## src/rtl/apb_pkg.sv

```systemverilog
// Shared APB definitions: FSM state encoding, slot size and default peripheral base.
// Used by the master bridge and the slave-side interface blocks.
package apb_pkg;

    localparam int          APB_SLOT_BITS    = 12;
    localparam logic [31:0] APB_DEFAULT_BASE = 32'h1000_0000;

    typedef enum logic [1:0] {
        IDLE   = 2'd0,
        SETUP  = 2'd1,
        ACCESS = 2'd2
    } apb_state_e;

endpackage

```

## src/rtl/apb_master_bridge_if.sv

```systemverilog
// Core-side request/response and APB3 master signals of the bridge.
// The master modport is the bridge view; the slave modport is the core + peripherals view.
interface apb_master_bridge_if #(
    parameter int NUM_SLAVES = 4
);
    logic                     transfer;
    logic                     write;
    logic [31:0]              addr;
    logic [31:0]              wdata;
    logic [31:0]              rdata;
    logic                     ready;
    logic                     addr_err;

    logic [31:0]              PADDR;
    logic                     PWRITE;
    logic [31:0]              PWDATA;
    logic                     PENABLE;
    logic [NUM_SLAVES-1:0]    PSEL;
    logic [NUM_SLAVES*32-1:0] PRDATA;
    logic [NUM_SLAVES-1:0]    PREADY;

    modport master (
        input  transfer, write, addr, wdata, PRDATA, PREADY,
        output rdata, ready, addr_err, PADDR, PWRITE, PWDATA, PENABLE, PSEL
    );

    modport slave (
        output transfer, write, addr, wdata, PRDATA, PREADY,
        input  rdata, ready, addr_err, PADDR, PWRITE, PWDATA, PENABLE, PSEL
    );

endinterface

```

## src/rtl/apb_addr_decoder.sv

```systemverilog
// Maps a byte address onto one of NUM_SLAVES consecutive 4 KiB windows above BASE_ADDR.
// Addresses below the base wrap to a large offset and therefore miss.
module apb_addr_decoder
    import apb_pkg::*;
#(
    parameter int          NUM_SLAVES = 4,
    parameter logic [31:0] BASE_ADDR  = APB_DEFAULT_BASE
) (
    input  logic [31:0]           i_addr,
    output logic [NUM_SLAVES-1:0] o_sel,
    output logic                  o_hit
);
    localparam int PAGE_W = 32 - APB_SLOT_BITS;

    logic [PAGE_W-1:0] w_page_off;
    logic              w_unused_offset;

    assign w_page_off      = i_addr[31:APB_SLOT_BITS] - BASE_ADDR[31:APB_SLOT_BITS];
    assign o_hit           = (w_page_off < PAGE_W'(NUM_SLAVES));
    assign w_unused_offset = ^i_addr[APB_SLOT_BITS-1:0];

    always_comb begin
        o_sel = '0;
        for (int k = 0; k < NUM_SLAVES; k++) begin
            if (o_hit && (w_page_off == PAGE_W'(k))) begin
                o_sel[k] = 1'b1;
            end
        end
    end

endmodule

```

## src/rtl/apb_master_bridge.sv

```systemverilog
// Turns one core load/store into one APB3 SETUP->ACCESS transfer and returns a one-cycle ready.
// Unmapped addresses complete immediately with addr_err and never touch the APB bus.
//   state  | meaning
//   IDLE   | waiting for transfer; misses are answered from here
//   SETUP  | PSEL asserted, PENABLE low, one cycle
//   ACCESS | PENABLE high until the selected slave returns PREADY
module apb_master_bridge
    import apb_pkg::*;
#(
    parameter int          NUM_SLAVES = 4,
    parameter logic [31:0] BASE_ADDR  = APB_DEFAULT_BASE
) (
    input  logic               clk,
    input  logic               reset,
    apb_master_bridge_if.master bus
);
    apb_state_e            r_state;
    apb_state_e            w_next_state;
    logic [31:0]           r_paddr;
    logic [31:0]           r_pwdata;
    logic [31:0]           r_rdata;
    logic                  r_pwrite;
    logic                  r_ready;
    logic                  r_addr_err;
    logic [NUM_SLAVES-1:0] r_sel;
    logic [NUM_SLAVES-1:0] w_dec_sel;
    logic                  w_dec_hit;
    logic                  w_pready;
    logic [31:0]           w_prdata;
    logic                  w_accept;
    logic                  w_complete;

    apb_addr_decoder #(
        .NUM_SLAVES (NUM_SLAVES),
        .BASE_ADDR  (BASE_ADDR)
    ) u_dec (
        .i_addr (bus.addr),
        .o_sel  (w_dec_sel),
        .o_hit  (w_dec_hit)
    );

    // Gate by the latched select so unselected slaves (possibly X) never reach the result.
    always_comb begin
        w_pready = 1'b0;
        w_prdata = '0;
        for (int k = 0; k < NUM_SLAVES; k++) begin
            if (r_sel[k]) begin
                w_pready = w_pready | bus.PREADY[k];
                w_prdata = w_prdata | bus.PRDATA[k*32 +: 32];
            end
        end
    end

    always_ff @(posedge clk or negedge reset) begin
        if (!reset) begin
            r_state <= IDLE;
        end else begin
            r_state <= w_next_state;
        end
    end

    always_comb begin
        w_next_state = r_state;
        w_accept     = 1'b0;
        w_complete   = 1'b0;
        case (r_state)
            IDLE: begin
                if (bus.transfer) begin
                    w_accept = 1'b1;
                    if (w_dec_hit) begin
                        w_next_state = SETUP;
                    end
                end
            end
            SETUP: begin
                w_next_state = ACCESS;
            end
            ACCESS: begin
                if (w_pready) begin
                    w_complete   = 1'b1;
                    w_next_state = IDLE;
                end
            end
            default: begin
                w_next_state = IDLE;
            end
        endcase
    end

    always_ff @(posedge clk or negedge reset) begin
        if (!reset) begin
            r_paddr    <= '0;
            r_pwdata   <= '0;
            r_pwrite   <= 1'b0;
            r_sel      <= '0;
            r_rdata    <= '0;
            r_ready    <= 1'b0;
            r_addr_err <= 1'b0;
        end else begin
            r_ready    <= 1'b0;
            r_addr_err <= 1'b0;
            if (w_accept) begin
                r_paddr  <= bus.addr;
                r_pwrite <= bus.write;
                r_pwdata <= bus.wdata;
                r_sel    <= w_dec_sel;
                if (!w_dec_hit) begin
                    r_ready    <= 1'b1;
                    r_addr_err <= 1'b1;
                    r_rdata    <= '0;
                end
            end
            if (w_complete) begin
                r_ready <= 1'b1;
                if (!r_pwrite) begin
                    r_rdata <= w_prdata;
                end
            end
        end
    end

    assign bus.PADDR    = r_paddr;
    assign bus.PWRITE   = r_pwrite;
    assign bus.PWDATA   = r_pwdata;
    assign bus.PSEL     = (r_state != IDLE) ? r_sel : '0;
    assign bus.PENABLE  = (r_state == ACCESS);
    assign bus.rdata    = r_rdata;
    assign bus.ready    = r_ready;
    assign bus.addr_err = r_addr_err;

endmodule

```

## src/flat_wrapper.sv

```systemverilog
// flat-port wrapper written by rule: the top's interface ports become plain ports
module apb_master_bridge_flat import apb_pkg::*;
#(
    parameter int          NUM_SLAVES = 4,
    parameter logic [31:0] BASE_ADDR  = APB_DEFAULT_BASE
)
  (clk, reset, bus_transfer, bus_write, bus_addr, bus_wdata, bus_PRDATA, bus_PREADY, bus_rdata, bus_ready, bus_addr_err, bus_PADDR, bus_PWRITE, bus_PWDATA, bus_PENABLE, bus_PSEL);
  apb_master_bridge_if #(.NUM_SLAVES(NUM_SLAVES)) bus_i ();
  input  logic clk;
  input  logic reset;
  input wire logic [$bits(bus_i.transfer)-1:0] bus_transfer;
  input wire logic [$bits(bus_i.write)-1:0] bus_write;
  input wire logic [$bits(bus_i.addr)-1:0] bus_addr;
  input wire logic [$bits(bus_i.wdata)-1:0] bus_wdata;
  input wire logic [$bits(bus_i.PRDATA)-1:0] bus_PRDATA;
  input wire logic [$bits(bus_i.PREADY)-1:0] bus_PREADY;
  output wire logic [$bits(bus_i.rdata)-1:0] bus_rdata;
  output wire logic [$bits(bus_i.ready)-1:0] bus_ready;
  output wire logic [$bits(bus_i.addr_err)-1:0] bus_addr_err;
  output wire logic [$bits(bus_i.PADDR)-1:0] bus_PADDR;
  output wire logic [$bits(bus_i.PWRITE)-1:0] bus_PWRITE;
  output wire logic [$bits(bus_i.PWDATA)-1:0] bus_PWDATA;
  output wire logic [$bits(bus_i.PENABLE)-1:0] bus_PENABLE;
  output wire logic [$bits(bus_i.PSEL)-1:0] bus_PSEL;
  assign bus_i.transfer = bus_transfer;
  assign bus_i.write = bus_write;
  assign bus_i.addr = bus_addr;
  assign bus_i.wdata = bus_wdata;
  assign bus_i.PRDATA = bus_PRDATA;
  assign bus_i.PREADY = bus_PREADY;
  assign bus_rdata = bus_i.rdata;
  assign bus_ready = bus_i.ready;
  assign bus_addr_err = bus_i.addr_err;
  assign bus_PADDR = bus_i.PADDR;
  assign bus_PWRITE = bus_i.PWRITE;
  assign bus_PWDATA = bus_i.PWDATA;
  assign bus_PENABLE = bus_i.PENABLE;
  assign bus_PSEL = bus_i.PSEL;
  apb_master_bridge #(.NUM_SLAVES(NUM_SLAVES), .BASE_ADDR(BASE_ADDR)) u_core (.clk(clk), .reset(reset), .bus(bus_i));
endmodule
```

## config.mk

```make
export PLATFORM = sky130hd
export DESIGN_NAME = apb_master_bridge_flat
export DESIGN_NICKNAME = d
export VERILOG_FILES = /design/src/rtl/apb_pkg.sv /design/src/rtl/apb_master_bridge_if.sv /design/src/rtl/apb_addr_decoder.sv /design/src/rtl/apb_master_bridge.sv /design/src/flat_wrapper.sv
export SDC_FILE = /design/constraint.sdc
export NUM_CORES = 1
export LEC_CHECK = 0
export ABC_AREA = 1
export BUFFER_PORTS_ARGS = -buffer_cell sky130_fd_sc_hd__buf_2
export CAP_MARGIN = 20
export CORE_MARGIN = 2
export CORE_UTILIZATION = 36
export DETAILED_ROUTE_END_ITERATION = 12
export PLACE_DENSITY = 0.68
export SETUP_SLACK_MARGIN = 0.1
export SYNTH_ARGS = -nofsm -noshare
export SYNTH_HDL_FRONTEND = slang
export SYNTH_SLANG_ARGS = --single-unit
```

## constraint.sdc

```tcl
create_clock -name clk -period 2.1 [get_ports clk]
set_input_delay 0.315 -clock clk [delete_from_list [all_inputs] [get_ports clk]]
set_output_delay 0.315 -clock clk [all_outputs]
set_load 0.03 [all_outputs]
```

---- Word level (Yosys, flattened, before mapping) ----
Index checks and enable logic that the tools add are counted.
cells by class
  add/sub/neg operators ................... 1
  shifts and indexed selects .............. 0
  multiply operators ...................... 0
  bitwise operators ....................... 6
  div/mod/pow operators ................... 0
  magnitude comparators ................... 1
  equality and inequality tests ........... 8
  reductions and logical operators ........ 8
  muxes and demuxes ....................... 28
operators with widths
  kind                                                                           number
  32-bit 2-to-1 mux                                                              8
  32-bit bitwise OR                                                              3
  20-bit by 2-bit equality test with 1-bit output, second input constant         2
  20-bit by 1-bit equality test with 1-bit output, second input constant         1
  20-bit zero test                                                               1
  20-bit by 3-bit less-than comparator with 1-bit output, second input constant  1
  20-bit by 17-bit subtractor with 20-bit output, second input constant          1
  1-bit 2-to-1 mux                                                               15
  2-bit 2-to-1 mux                                                               3
  2-bit case mux with 3 select lines                                             1
  1-bit logical AND                                                              4
  4-bit 2-to-1 mux                                                               1
  2-bit != test, second input constant                                           2
  1-bit bitwise OR                                                               3
  3-bit AND reduction                                                            1
  2-bit by 1-bit equality test with 1-bit output, second input constant          1
  2-bit equality test, second input constant                                     1
  2-bit zero test                                                                1
  2-bit by 1-bit != test with 1-bit output, second input constant                1
  2-bit nonzero test                                                             1
word-level totals
  memory bits (writable) .................. 0
  memories kept ........................... 0
  bits in read-only memories .............. 0
  latch bits .............................. 0
  register bits after elaboration ......... 105

---- Logic depth before layout (Yosys ltp) ----
Gate-level depths: netlist of the first run.
  depth after elaboration ................. 10
  gate-level depth with buffers ........... 11
  depth with buffers taken out ............ 9

---- By module ----
Synthesis of the first run repeated with hierarchy kept, for this count alone.
unflattened totals
  cells, all modules ...................... 737
  area, all modules ....................... 5,288.8 um^2
by module, submodules not included
  module             cells each  area an instance (um^2)  times used  seq. area each (um^2)
  apb_master_bridge  709         5,167.5                  1           2,627.5
  apb_addr_decoder   28          121.4                    1           0.0

---- Least setup slack after synthesis of the first run ----
OpenSTA, ideal clock, no wires.
  path type ............................... register -> output
  start point ............................. reg u_core.r_sel[0]
  end point ............................... out bus_PSEL[0]
  data arrival time ....................... 1.196 ns
  slack ................................... 0.589 ns
  data required time ...................... 1.785 ns
  cell stages (with the launch flop) ...... 5
  cells stage by stage .................... dfrtp_1 -> buf_2 -> clkbuf_1 -> inv_1 -> nor2_1
on the way
  cells in the longest elaborated chain, start to end .. 1
RTL lines
  what                      line                      source
  start: declaration        apb_master_bridge.sv:25   logic [NUM_SLAVES-1:0] r_sel;
  start signal: assignment  apb_master_bridge.sv:106  r_sel <= w_dec_sel;
  4-bit 2-to-1 mux          apb_master_bridge.sv:125  assign bus.PSEL = (r_state != IDLE) ? r_sel : '0;
  end: declaration          flat_wrapper.sv:24        output wire logic [$bits(bus_i.PSEL)-1:0] bus_PSEL;
No other way between the ends.

---- Worst setup path after layout of the first run ----
Same ends and word-level chain as after synthesis.

==> metrics.md, run 1 <==
| Metric | Value |
|---|---|
| Status | `complete, no violations` |
| Post-route cell area | `7130 sq um` |
| Met1 Routed Length | `6.77 mm` |
| Die width | `between 100 and 150 um` |
| Register area | `2630 sq um` |
| Top layer in use | `met4` |
| Final setup skew | `0.00745 ns` |
| Multi-input logic area | `~2100 sq um` |
| Global-route usage over all layers | `20.9%` |
| Port bufs | `approximately 300` |
| Clock network power share | `41.7%` |
| Max VDD drop | `316 uV` |
| Hold depth | `3` |
| Vias in the first global route | `about 5,300` |
| Least-Margin Pin Slew | `about 0.40 ns` |
| Relative slew margins | `about 74%` |
| Cell taking the most area after synthesis | `dfrtp_1` |
| Core ar. | `around 14,000 sq um` |
| Yosys top cell area share | `50.4%` |
| Setup TNS | `0 ns` |
| Worst-path clk slew | `around 0.080 ns` |
| Mapped Area | `5220 sq um` |
| CP max stage delay | `0.36 ns` |
| Max Cap Viol | `0` |
| Final hold slack | `0.163 ns` |
| DR vias/cell | `around 4.5` |
| Clk_lat worst skew | `0.34 ns` |
| Worst EP required | `1.78 ns` |
| Unique masters post-synth | `19` |
| Iteration-0 DRC Markers | `around 330` |
| Antenna cells | `0` |
| Avg Cell Area, Syn | `7.21 sq um` |
| Setup Viol. Count Final | `0` |
| Die Ht | `124 um` |
| WL met3 | `1.35 mm` |
| Critical path arrival | `1.43 ns` |
| Tmin final | `1.74 ns` |
| Syn nets | `around 920` |
| Hpwl dp | `roughly 12 mm` |
| Leakage Power | `4.55 nW` |
| Combinational power share | `around 6.4%` |
| CP Launch Type | `flip-flop` |
| Bufs on Longest Clock Path | `2` |
| Cell Int Power | `roughly 3 mW` |
| Cts bufs inserted | `9` |
| CTS tree | `yes` |
| Initial core utilization | `37.1%` |
| Endpoints failing hold | `0` |
| Final wirelength | `16.1 mm` |
| Final worst path period share | `83.0%` |
| Root buf cell | `clkbuf_16` |
| Seq pwr share | `51.9%` |
| TritonRoute pass-1 iters | `5` |
| Cell Area, Placed | `6830 sq um` |
| First-pass GRT wire length | `26.4 mm` |
| Routability cong. | `~0.80` |
| RSZ-0062 raised after global routing | `false` |
| NetSw | `0.880 mW` |
| CP max stage cell | `dfrtp_1` |
| Post-Synthesis Cells | `723` |
| Worst-path fanout max | `34` |
| Worst setup EP type | `output port` |
| HP Class | `input port to flip-flop` |
| Pin count of the biggest net entering global routing | `80` |
| Die Area | `between 15,000 and 20,000 sq um` |
| Clock Sinks | `105` |
| IO Pins | `304` |
| Via count | `5,369` |
| GR Overflow Total | `0` |
| P&R area growth vs syn | `36.6%` |
| Share of cells above drive strength 1 | `33.8%` |
| DR WL/cell | `13.5 um` |
| Sequential area share after synthesis | `around half` |
| Post-route insts no fill | `approximately 1,200` |
| Register-to-Register Path Depth | `10` |
| DR DRC count | `0` |
| # nets final | `1,209` |
| Met2 routed WL | `7.83 mm` |
| CTS H-Tree Depth | `3` |
| Placed instance count | `1,177` |
| FILL cells | `approximately 1,400` |
| Crit-path cells | `buf_4, inv_1, nor2_1, buf_2` |
| Net Sw Frac | `a little under a quarter` |
| Site Rows | `43` |
| Cell Pwr Density | `546 nW/um^2` |
| Initial antenna violation count | `0` |
| Crit Path Class | `flip-flop to output port` |
| Synth Warn # | `0` |
| Antenna-violating nets left | `0` |
| Resized Gates After CTS | `0` |
| Max Clk Rate | `574 MHz` |
| Max Slew Vio Count | `0` |
| Flops & latches, synth | `105` |
| Largest cells by area after synthesis | `dfrtp_1 50%, nand2_1 32%, nand4_1 4.3%, inv_1 3.7%, buf_6 1.7%` |
-- power by group through the flow --
stage	Sequential, mW	Clock [mW]	Combinational, mW
after floorplan	2.06	0	0.0119
after global routing	2.02	1.76	0.278
final	2.02	1.62	0.248
after CTS	2.02	1.67	0.251
after global placement	2.06	0	0.245
after detailed placement	2.06	0	0.249
-- cell usage in the layout (no fill, tap or decap), drive strengths merged --
cell type	netlist	routed
buf	27	313
clkbuf	12	10
clkinv	0	3
clkinvlp	0	1
dfrtp	105	105
dlygate4sd3	0	1
inv	53	55
nand2	447	447
nand3	5	5
nand4	36	36
nor2	27	27
o21ai	11	11
-- state kept, by name (all words and copies together) (netlist names) --
register and count:
u_core.bus.PADDR 32, u_core.bus.PWDATA 32, u_core.bus.PWRITE 1, u_core.bus.addr_err 1, u_core.bus.rdata 32, u_core.bus.ready 1
u_core.r_sel 4, u_core.r_state 2
-- cell usage after synthesis --
| master | n |
|---|---|
| nor2_2 | 4 |
| o21ai_0 | 11 |
| nand2_4 | 1 |
| clkbuf_1 | 12 |
| inv_4 | 1 |
| nand3_1 | 3 |
| nand2_1 | 443 |
| buf_2 | 13 |
| dfrtp_1 | 105 |
| nand3_2 | 1 |
| inv_1 | 51 |
| nor2_1 | 21 |
| buf_4 | 6 |
| inv_2 | 1 |
| nor2_4 | 2 |
| nand3_4 | 1 |
| nand2_2 | 3 |
| nand4_1 | 36 |
| buf_6 | 8 |
-- routing by layer --
layer / GRT usage, % / vias to the layer above
li1: - / 2753
met3: 5.58 / 12
met4: 5.55 / 0
met1: 25.9 / 2386
met5: 0 / -
met2: 35.9 / 218
-- stage by stage --
stage	util [%]	total power [mW]	setup WS, ns
finish	50.8	3.89	0.357
global route	50.8	4.06	0.216
CTS	50.8	3.95	0.341
detailed placement	48.6	2.31	0.508
global placement	48.6	2.31	0.560
floorplan	-	2.07	0.589
-- path summary, 6_finish.rpt --
check	start	end	slack (ns)
worst max-delay path	u_core.r_sel[0]$_DFFE_PN0P_	bus_PSEL[0]	0.36
worst min register to register	u_core.bus.PADDR[9]$_DFFE_PN0P_	u_core.bus.PADDR[9]$_DFFE_PN0P_	0.47
worst max register to register	u_core.r_sel[3]$_DFFE_PN0P_	u_core.bus.rdata[6]$_DFF_PN0_	0.50
worst min-delay path	bus_wdata[24]	u_core.bus.PWDATA[24]$_DFFE_PN0P_	0.16
min in group asynchronous	reset	u_core.bus.PWDATA[31]$_DFFE_PN0P_	0.40
max in group asynchronous	reset	u_core.bus.rdata[11]$_DFF_PN0_	1.05
-- logic make-up after synthesis --
group           after synthesis  share of synthesized area, %
compound gates               11                          1.06
buf+inv                      92                          8.56
flops                       105                          50.4
simple gates                515                          40.0
-- critical path: cells and delay by family, from the launching register on --
kind                   cells  cell delay, ns
buffers and inverters      3            0.62
and+or+nand+nor            1            0.10
DFF                        1            0.36
-- timing repair --
item,CTS,global route
hold endpoints to repair,19,0
hold buffers,1,0
setup buffers,0,0
-- final cells by class --
| cell class | instances | area share [%] |
|---|---|---|
| Sequential cell | 105 | 36.9 |
| Multi-Input combinational cell | 526 | 30.1 |
| Timing Repair Buffer | 314 | 23.0 |
| Clock buffer | 10 | 3.35 |
| Tap cell | 180 | 3.16 |
| Inverter | 53 | 2.83 |
| Clock inverter | 6 | 0.702 |
Note: power is estimated with default switching activity, not from simulation.
==> run 2, diff against run 1 <==
Settings changed: ABC_AREA 1 to 0, PLACE_DENSITY 0.68 to 0.72.
Clock period 2.1 ns to 1.6 ns, I/O delays scaled along.
==> run 2 against run 1 <==
Effect of this change: the flow now finishes with violations (negative setup slack); clock-buffer cell count unchanged; sequential cell count unchanged; critical endpoint is now u_core.bus.rdata[10]$_DFF_PN0_; cell count down 20%; highest routed layer unchanged.
==> metrics.md, run 2 <==
| Metric | Value |
|---|---|
| Bufs on Longest Clock Path | `2 (unchanged)` |
| Die Ht | `121 um (was 124 um)` |
| Root buf cell | `clkbuf_16 (unchanged)` |
| IO Pins | `304 (unchanged)` |
| RSZ-0062 raised after global routing | `true (was false)` |
| Max Clk Rate | `620 MHz` |
| Status | `complete, but fails checks (was complete, no violations)` |
| Max Cap Viol | `0 (unchanged)` |
| Top layer in use | `met4 (unchanged)` |
| Endpoints failing hold | `0 (unchanged)` |
| Largest family of logic cells by synthesized area | `compound AO/OA/AOI/OAI gates (was simple AND/OR/NAND/NOR gates)` |
| Cell taking the most area after synthesis | `dfrtp_1 (unchanged)` |
| Setup Viol. Count Final | `21 (was 0)` |
| Pin count of the biggest net entering global routing | `65 (was 80)` |
| Least-Margin Pin Slew | `0.534 ns (was 0.397 ns)` |
| Core ar. | `13,200 sq um (was 14,000 sq um)` |
| Most frequent cells in the layout | `297 x buf_2, 191 x nand2_1, 103 x dfrtp_1 (was 443 x nand2_1, 302 x buf_2, 105 x dfrtp_1)` |
| Iteration-0 DRC Markers | `264 (was 329)` |
| GR Overflow Total | `0 (unchanged)` |
| Final worst path period share | `101%` |
| Max Slew Vio Count | `0 (unchanged)` |
| TritonRoute pass-1 iters | `5 (unchanged)` |
| Cell Area, Placed | `6720 sq um (was 6830 sq um)` |
| Synth Warn # | `0 (unchanged)` |
| Post-route cell area | `7420 sq um (was 7130 sq um)` |
| Post-Synthesis Cells | `465 (was 723)` |
| P&R area growth vs syn | `51.7% (was 36.6%)` |
| Relative slew margins | `64.4% (was 73.5%)` |
| Post-synth EDFFs | `0 (unchanged)` |
| Final setup margin | `-0.0138 ns (was 0.357 ns)` |
| Share of cells above drive strength 1 | `51.9% (was 33.8%)` |
| CTS tree | `yes (unchanged)` |
| DR vias/cell | `5.02 (was 4.50)` |
| Prevailing post-synth register cell | `dfrtp_1 (unchanged)` |
| Worst setup EP type | `flip-flop (was output port)` |
| Antenna-violating nets left | `0 (unchanged)` |
| Most frequent cell after synthesis | `nand2_1 (unchanged)` |
| Largest cells by area after synthesis | `dfrtp_1 54%, nand2_1 15%, o2bb2ai_2 9.2%, a221oi_1 5.7%, a22o_1 5.7% (was dfrtp_1 50%, nand2_1 32%, nand4_1 4.3%, inv_1 3.7%, buf_6 1.7%)` |
| Tmin final | `1.61 ns` |
| Flops & latches, synth | `105 (unchanged)` |
| DR DRC count | `0 (unchanged)` |
| CTS H-Tree Depth | `3 (unchanged)` |
| Worst EP required | `1.82 ns (was 1.78 ns)` |
| Unique masters post-synth | `30 (was 19)` |
| Initial core utilization | `36.9% (was 37.1%)` |
| Syn nets | `665 (was 923)` |
| Avg Cell Area, Syn | `10.5 sq um (was 7.21 sq um)` |
| Clock Sinks | `105 (unchanged)` |
| Clk_lat worst skew | `0.35 ns (was 0.34 ns)` |
| Violated checks | `negative setup slack` |
| Synthesized-area fraction occupied by adder cells | `0% (unchanged)` |
| Worst-path clk slew | `0.08 ns (about the same)` |
| Initial antenna violation count | `1 (was 0)` |
| Crit Path Class | `flip-flop to flip-flop (was flip-flop to output port)` |
| # nets final | `975 (was 1,209)` |
| Global-route usage over all layers | `22.9% (was 20.9%)` |
| Cell Pwr Density | `714 nW/um^2 (was 546 nW/um^2)` |
| Hpwl dp | `11.8 mm (was 12.1 mm)` |
| Mapped Area | `4890 sq um (was 5220 sq um)` |
| Most frequent cells after synthesis | `192 x nand2_1, 105 x dfrtp_1, 32 x a221oi_1, 32 x a22o_1, 30 x o2bb2ai_2 (was 443 x nand2_1, 105 x dfrtp_1, 51 x inv_1)` |
| Critical path arrival | `1.84 ns (was 1.43 ns)` |
| Worst-path fanout max | `8 (was 34)` |
| Sequential area share after synthesis | `53.7% (was 50.4%)` |
| Total power | `5.30 mW (was 3.89 mW)` |
| Yosys top cell area share | `53.7% (was 50.4%)` |
| Die Area | `14,500 sq um (was 15,500 sq um)` |
| Met1 Routed Length | `6.47 mm (was 6.77 mm)` |
| WL met3 | `1.44 mm (was 1.35 mm)` |
| Vias in the first global route | `4,738 (was 5,306)` |
| Final wirelength | `17.1 mm (was 16.1 mm)` |
| Asr flop ratio synth | `100% (unchanged)` |
| Compound-Gate Fraction of Synth Area | `24.0% (was 1.06%)` |
| Area share of and/or/nand/nor cells after synthesis | `18.3% (was 40.0%)` |
| Post-Synth XOR/XNOR Area | `0% (unchanged)` |
| CP Launch Type | `flip-flop (unchanged)` |
| Max VDD drop | `595 uV (was 316 uV)` |
| Post-route insts no fill | `957 (was 1,194)` |
| Routability cong. | `0.784 (was 0.802)` |
| DR WL/cell | `17.9 um (was 13.5 um)` |
| Cts bufs inserted | `9 (unchanged)` |
| Mux contribution to synthesized area | `0% (unchanged)` |
| Leakage Power | `4.11 nW (was 4.55 nW)` |
| Placed instance count | `928 (was 1,177)` |
| Met2 routed WL | `8.93 mm (was 7.83 mm)` |
| Via count | `4,802 (was 5,369)` |
| HP Class | `input port to flip-flop (unchanged)` |
| Most common cell after layout, fill and taps aside | `buf_2 (was nand2_1)` |
| Die width | `121 um (was 124 um)` |
| Setup TNS | `-0.112 ns (was 0 ns)` |
| Final setup skew | `0.00811 ns (was 0.00745 ns)` |
| Site Rows | `42 (was 43)` |
| First-pass GRT wire length | `25.4 mm (was 26.4 mm)` |
| Port bufs | `303 (unchanged)` |
run 2: changes by cell type after synthesis, moves of 6 or more:
cell       previous run  this run
o21ai_0              11         1
nand2_1             443       192
clkbuf_1             12        20
nor2_1               21         3
o2bb2ai_2             0        30
a221oi_1              0        32
inv_1                51         3
nand4_1              36         0
buf_4                 6         0
a22o_1                0        32
run 2: timing repair:
item	in CTS	in global routing
hold endpoints to repair	17	0
pin swaps	21	4
gates cloned	6	1
gates resized for setup	29	7
setup buffers	4	0
hold buffers	1	0
endpoints found under the setup margin	85	103
run 2: metrics by stage:
stage                     setup slack [ns]  hold slack, ns  util [%]
final                              -0.0138          0.0716      56.0
after global routing               -0.0666          0.0585      56.0
after CTS                         -0.00452          0.0573      55.5
after detailed placement           -0.0412           0.148      50.8
after global placement             -0.0159           0.147      50.8
after floorplan                     0.0666         -0.0556         -
run 2: critical path: stages (launching register included):
cell and delay (ns):
dfrtp_1 0.38, or3b_4 0.42, a31oi_4 0.18, a221oi_4 0.06, buf_12 0.16, buf_16 0.15
o2bb2ai_2 0.12
run 2: report_power, final:
part	switching (mW)	leakage, nW	internal [mW]	total [mW]
Combinational	0.172	2.50	0.199	0.371
Clock	1.03	0.149	1.24	2.27
Sequential	0.00177	1.46	2.66	2.66
run 2: cells by family after synthesis:
kind of cell | after synthesis
buffers and inverters | 40
AND/OR/NAND/NOR | 211
flip-flops | 105
AO/OA/AOI/OAI | 109
run 2: per-layer routing:
layer | vias up | track usage (%)
li1 | 2264 | -
met3 | 19 | 6.75
met4 | 0 | 5.81
met5 | - | 0
met1 | 2274 | 26.2
met2 | 245 | 41.5
run 2: area by class of cell:
| cell class | count | area [sq um] |
|---|---|---|
| multi-input combinational | 320 | 2140 |
| clock buffer | 10 | 229 |
| antenna | 1 | 2.50 |
| inverter | 3 | 11.3 |
| sequential | 105 | 2630 |
| clock inverter | 6 | 72.6 |
| fill | 1197 | 5820 |
| tap | 176 | 220 |
| timing repair buffer | 336 | 2120 |
run 2: final timing paths:
check | slack [ns] | from | cells after the start | endpoint
worst max-delay path | -0.01 | u_core.r_state[1]$_DFFE_PN0P_ | 6 | u_core.bus.rdata[10]$_DFF_PN0_
worst min-delay path | 0.07 | bus_wdata[25] | 3 | u_core.bus.PWDATA[25]$_DFFE_PN0P_
worst max register to register | -0.01 | u_core.r_state[1]$_DFFE_PN0P_ | 6 | u_core.bus.rdata[10]$_DFF_PN0_
worst min register to register | 0.47 | u_core.bus.PADDR[20]$_DFFE_PN0P_ | 2 | u_core.bus.PADDR[20]$_DFFE_PN0P_
max in group asynchronous | 0.73 | reset | 3 | u_core.r_sel[3]$_DFFE_PN0P_
min in group asynchronous | 0.32 | reset | 2 | u_core.bus.PWDATA[5]$_DFFE_PN0P_
==> run 3, diff against run 2 <==
Settings changed: CORE_ASPECT_RATIO set to 1.2, SKIP_CTS_REPAIR_TIMING set to 1.
==> run 3 against run 2 <==
Effect of this change: the run now ends clean; first-iteration DRC count is 27% lower; clock power hardly changed; sequential share of layout area is 0.38 points higher.
==> metrics.md, run 3 (synthesis results as in run 2) <==
| Metric | Value |
|---|---|
| Die Ht | `132 um (was 121 um)` |
| Bufs on Longest Clock Path | `2 (unchanged)` |
| Max Cap Viol | `0 (unchanged)` |
| Max VDD drop | `501 uV (was 595 uV)` |
| Final setup skew | `0.0120 ns (was 0.00811 ns)` |
| Via count | `4,777 (was 4,802)` |
| Die width | `110 um (was 121 um)` |
| Iteration-0 DRC Markers | `192 (was 264)` |
| Core ar. | `13,200 sq um (about the same)` |
| Cts bufs inserted | `9 (unchanged)` |
| Clock Sinks | `105 (unchanged)` |
| Hpwl dp | `11.8 mm (about the same)` |
| DR WL/cell | `18.1 um (was 17.9 um)` |
| Worst Path Buf+Inv | `2 (unchanged)` |
| Final setup margin | `0.00243 ns (was -0.0138 ns)` |
| GR Overflow Total | `0 (unchanged)` |
| Post-route cell area | `7340 sq um (was 7420 sq um)` |
| Site Rows | `46 (was 42)` |
| Initial antenna violation count | `2 (was 1)` |
| CP max stage delay | `0.43 ns (was 0.42 ns)` |
| CP Launch Type | `flip-flop (unchanged)` |
| Most common cell after layout, fill and taps aside | `buf_2 (unchanged)` |
| Status | `complete, no violations (was complete, but fails checks)` |
| DR DRC count | `0 (unchanged)` |
| Post-route insts no fill | `953 (was 957)` |
| Place WS | `-0.0414 ns (was -0.0412 ns)` |
| TritonRoute pass-1 iters | `4 (was 5)` |
| Least-Margin Pin Slew | `0.557 ns (was 0.534 ns)` |
| Endpoints failing hold | `0 (unchanged)` |
| Core Util, Final | `55.5% (was 56.0%)` |
| Setup TNS | `0 ns (was -0.112 ns)` |
| P&R area growth vs syn | `50.1% (was 51.7%)` |
| Cell Area, Placed | `6680 sq um (was 6720 sq um)` |
| HP Class | `input port to flip-flop (unchanged)` |
| Worst EP required | `1.82 ns (about the same)` |
| Worst setup EP type | `flip-flop (unchanged)` |
| Worst-path fanout max | `8 (unchanged)` |
| RSZ-0062 raised after global routing | `true (unchanged)` |
| DR vias/cell | `5.01 (was 5.02)` |
| Final hold slack | `0.0741 ns (was 0.0716 ns)` |
| Share of cells above drive strength 1 | `52.4% (was 51.9%)` |
| Setup Viol. Count Final | `0 (was 21)` |
| Critical path arrival | `1.82 ns (was 1.84 ns)` |
| # nets final | `979 (was 975)` |
| Antenna-violating nets left | `0 (unchanged)` |
| Pin count of the biggest net entering global routing | `106 (was 65)` |
| Root buf cell | `clkbuf_16 (unchanged)` |
| Total power | `5.28 mW (was 5.30 mW)` |
| Worst-path clk slew | `0.09 ns (was 0.08 ns)` |
| First-pass GRT wire length | `24.6 mm (was 25.4 mm)` |
| Tmin final | `1.60 ns (was 1.61 ns)` |
| Final wirelength | `17.2 mm (was 17.1 mm)` |
| Initial core utilization | `36.9% (about the same)` |
| Most frequent cells in the layout | `297 x buf_2, 191 x nand2_1, 103 x dfrtp_1 (unchanged)` |
| Global-route usage over all layers | `21.1% (was 22.9%)` |
| Die Area | `14,500 sq um (about the same)` |
| Cell Pwr Density | `719 nW/um^2 (was 714 nW/um^2)` |
| Clk_lat worst skew | `0.35 ns (about the same)` |
| CP max stage cell | `or3b_4 (unchanged)` |
| Crit Path Class | `flip-flop to flip-flop (unchanged)` |
| Final worst path period share | `99.8% (was 101%)` |
| Max Slew Vio Count | `0 (unchanged)` |
| Routability cong. | `0.822 (was 0.784)` |
| Port bufs | `303 (unchanged)` |
| IO Pins | `304 (unchanged)` |
| Vias in the first global route | `4,644 (was 4,738)` |
| Max Clk Rate | `626 MHz (was 620 MHz)` |
| Placed instance count | `918 (was 928)` |
| Worst path top cell family by delay | `simple AND/OR/NAND/NOR gates (unchanged)` |
| FILL cells | `1,207 (was 1,197)` |
| Leakage Power | `4.08 nW (was 4.11 nW)` |
| Relative slew margins | `62.9% (was 64.4%)` |
| Crit-path cells | `or3b_4, a31oi_4, a221oi_4, buf_6, clkbuf_16, o2bb2ai_2 (was or3b_4, a31oi_4, a221oi_4, buf_12, buf_16, o2bb2ai_2)` |
| CTS H-Tree Depth | `3 (unchanged)` |
| CTS tree | `yes (unchanged)` |
-- run 3: cell count changes in the layout (fill, tap and decap cells not counted), sizes merged --
| cell | before | now |
|---|---|---|
| buf | 330 | 333 |
| bufbuf | 3 | 0 |
| clkbuf | 12 | 15 |
| inv | 6 | 9 |
| bufinv | 1 | 0 |
| clkinv | 2 | 1 |
-- run 3: final timing paths --
| kind | from | end | slack [ns] | cells after the start |
|---|---|---|---|---|
| min in group asynchronous | reset | u_core.bus.PWDATA[1]$_DFFE_PN0P_ | 0.50 | 3 |
| worst min-delay path | bus_wdata[2] | u_core.bus.PWDATA[2]$_DFFE_PN0P_ | 0.07 | 3 |
| worst max register to register | u_core.r_state[1]$_DFFE_PN0P_ | u_core.bus.rdata[20]$_DFF_PN0_ | 0.002 | 6 |
| worst min register to register | u_core.bus.PADDR[14]$_DFFE_PN0P_ | u_core.bus.PADDR[14]$_DFFE_PN0P_ | 0.47 | 2 |
| max in group asynchronous | reset | u_core.r_sel[3]$_DFFE_PN0P_ | 0.67 | 3 |
| worst max-delay path | u_core.r_state[1]$_DFFE_PN0P_ | u_core.bus.rdata[20]$_DFF_PN0_ | 0.002 | 6 |
-- run 3: worst reg2reg max path, stage by stage (launching register included) --
cell and delay, ns:
dfrtp_1 0.38, or3b_4 0.43, a31oi_4 0.18, a221oi_4 0.06
buf_6 0.15, clkbuf_16 0.17, o2bb2ai_2 0.12
-- run 3: routing by layer --
layer  global-route usage (%)  wire (um)  up-vias
met4                     7.85        497        2
met2                     34.4       8490      239
met3                     7.29       1610       32
li1                         -          -     2267
met1                     25.9       6630     2237
met5                        0          8        -
-- run 3: where the power goes --
group          total [mW]  internal [mW]  switching, mW  leakage [nW]
sequential           2.66           2.65        0.00192          1.46
clock                2.27           1.14           1.13         0.154
combinational       0.352          0.190          0.162          2.47
total                5.28           3.99           1.29          4.08
-- run 3: final cells by class --
| cell class | instances | area [sq um] | share of cell area [%] |
|---|---|---|---|
| Timing Repair Buffer | 340 | 2050 | 27.9 |
| Clock inverter | 7 | 86.3 | 1.18 |
| Multi-Input combinational cell | 320 | 2130 | 29.0 |
| Antenna cell | 1 | 2.50 | 0.0341 |
| Tap cell | 168 | 210 | 2.86 |
| Clock buffer | 9 | 225 | 3.07 |
| Inverter | 3 | 13.8 | 0.187 |
| Sequential cell | 105 | 2630 | 35.8 |
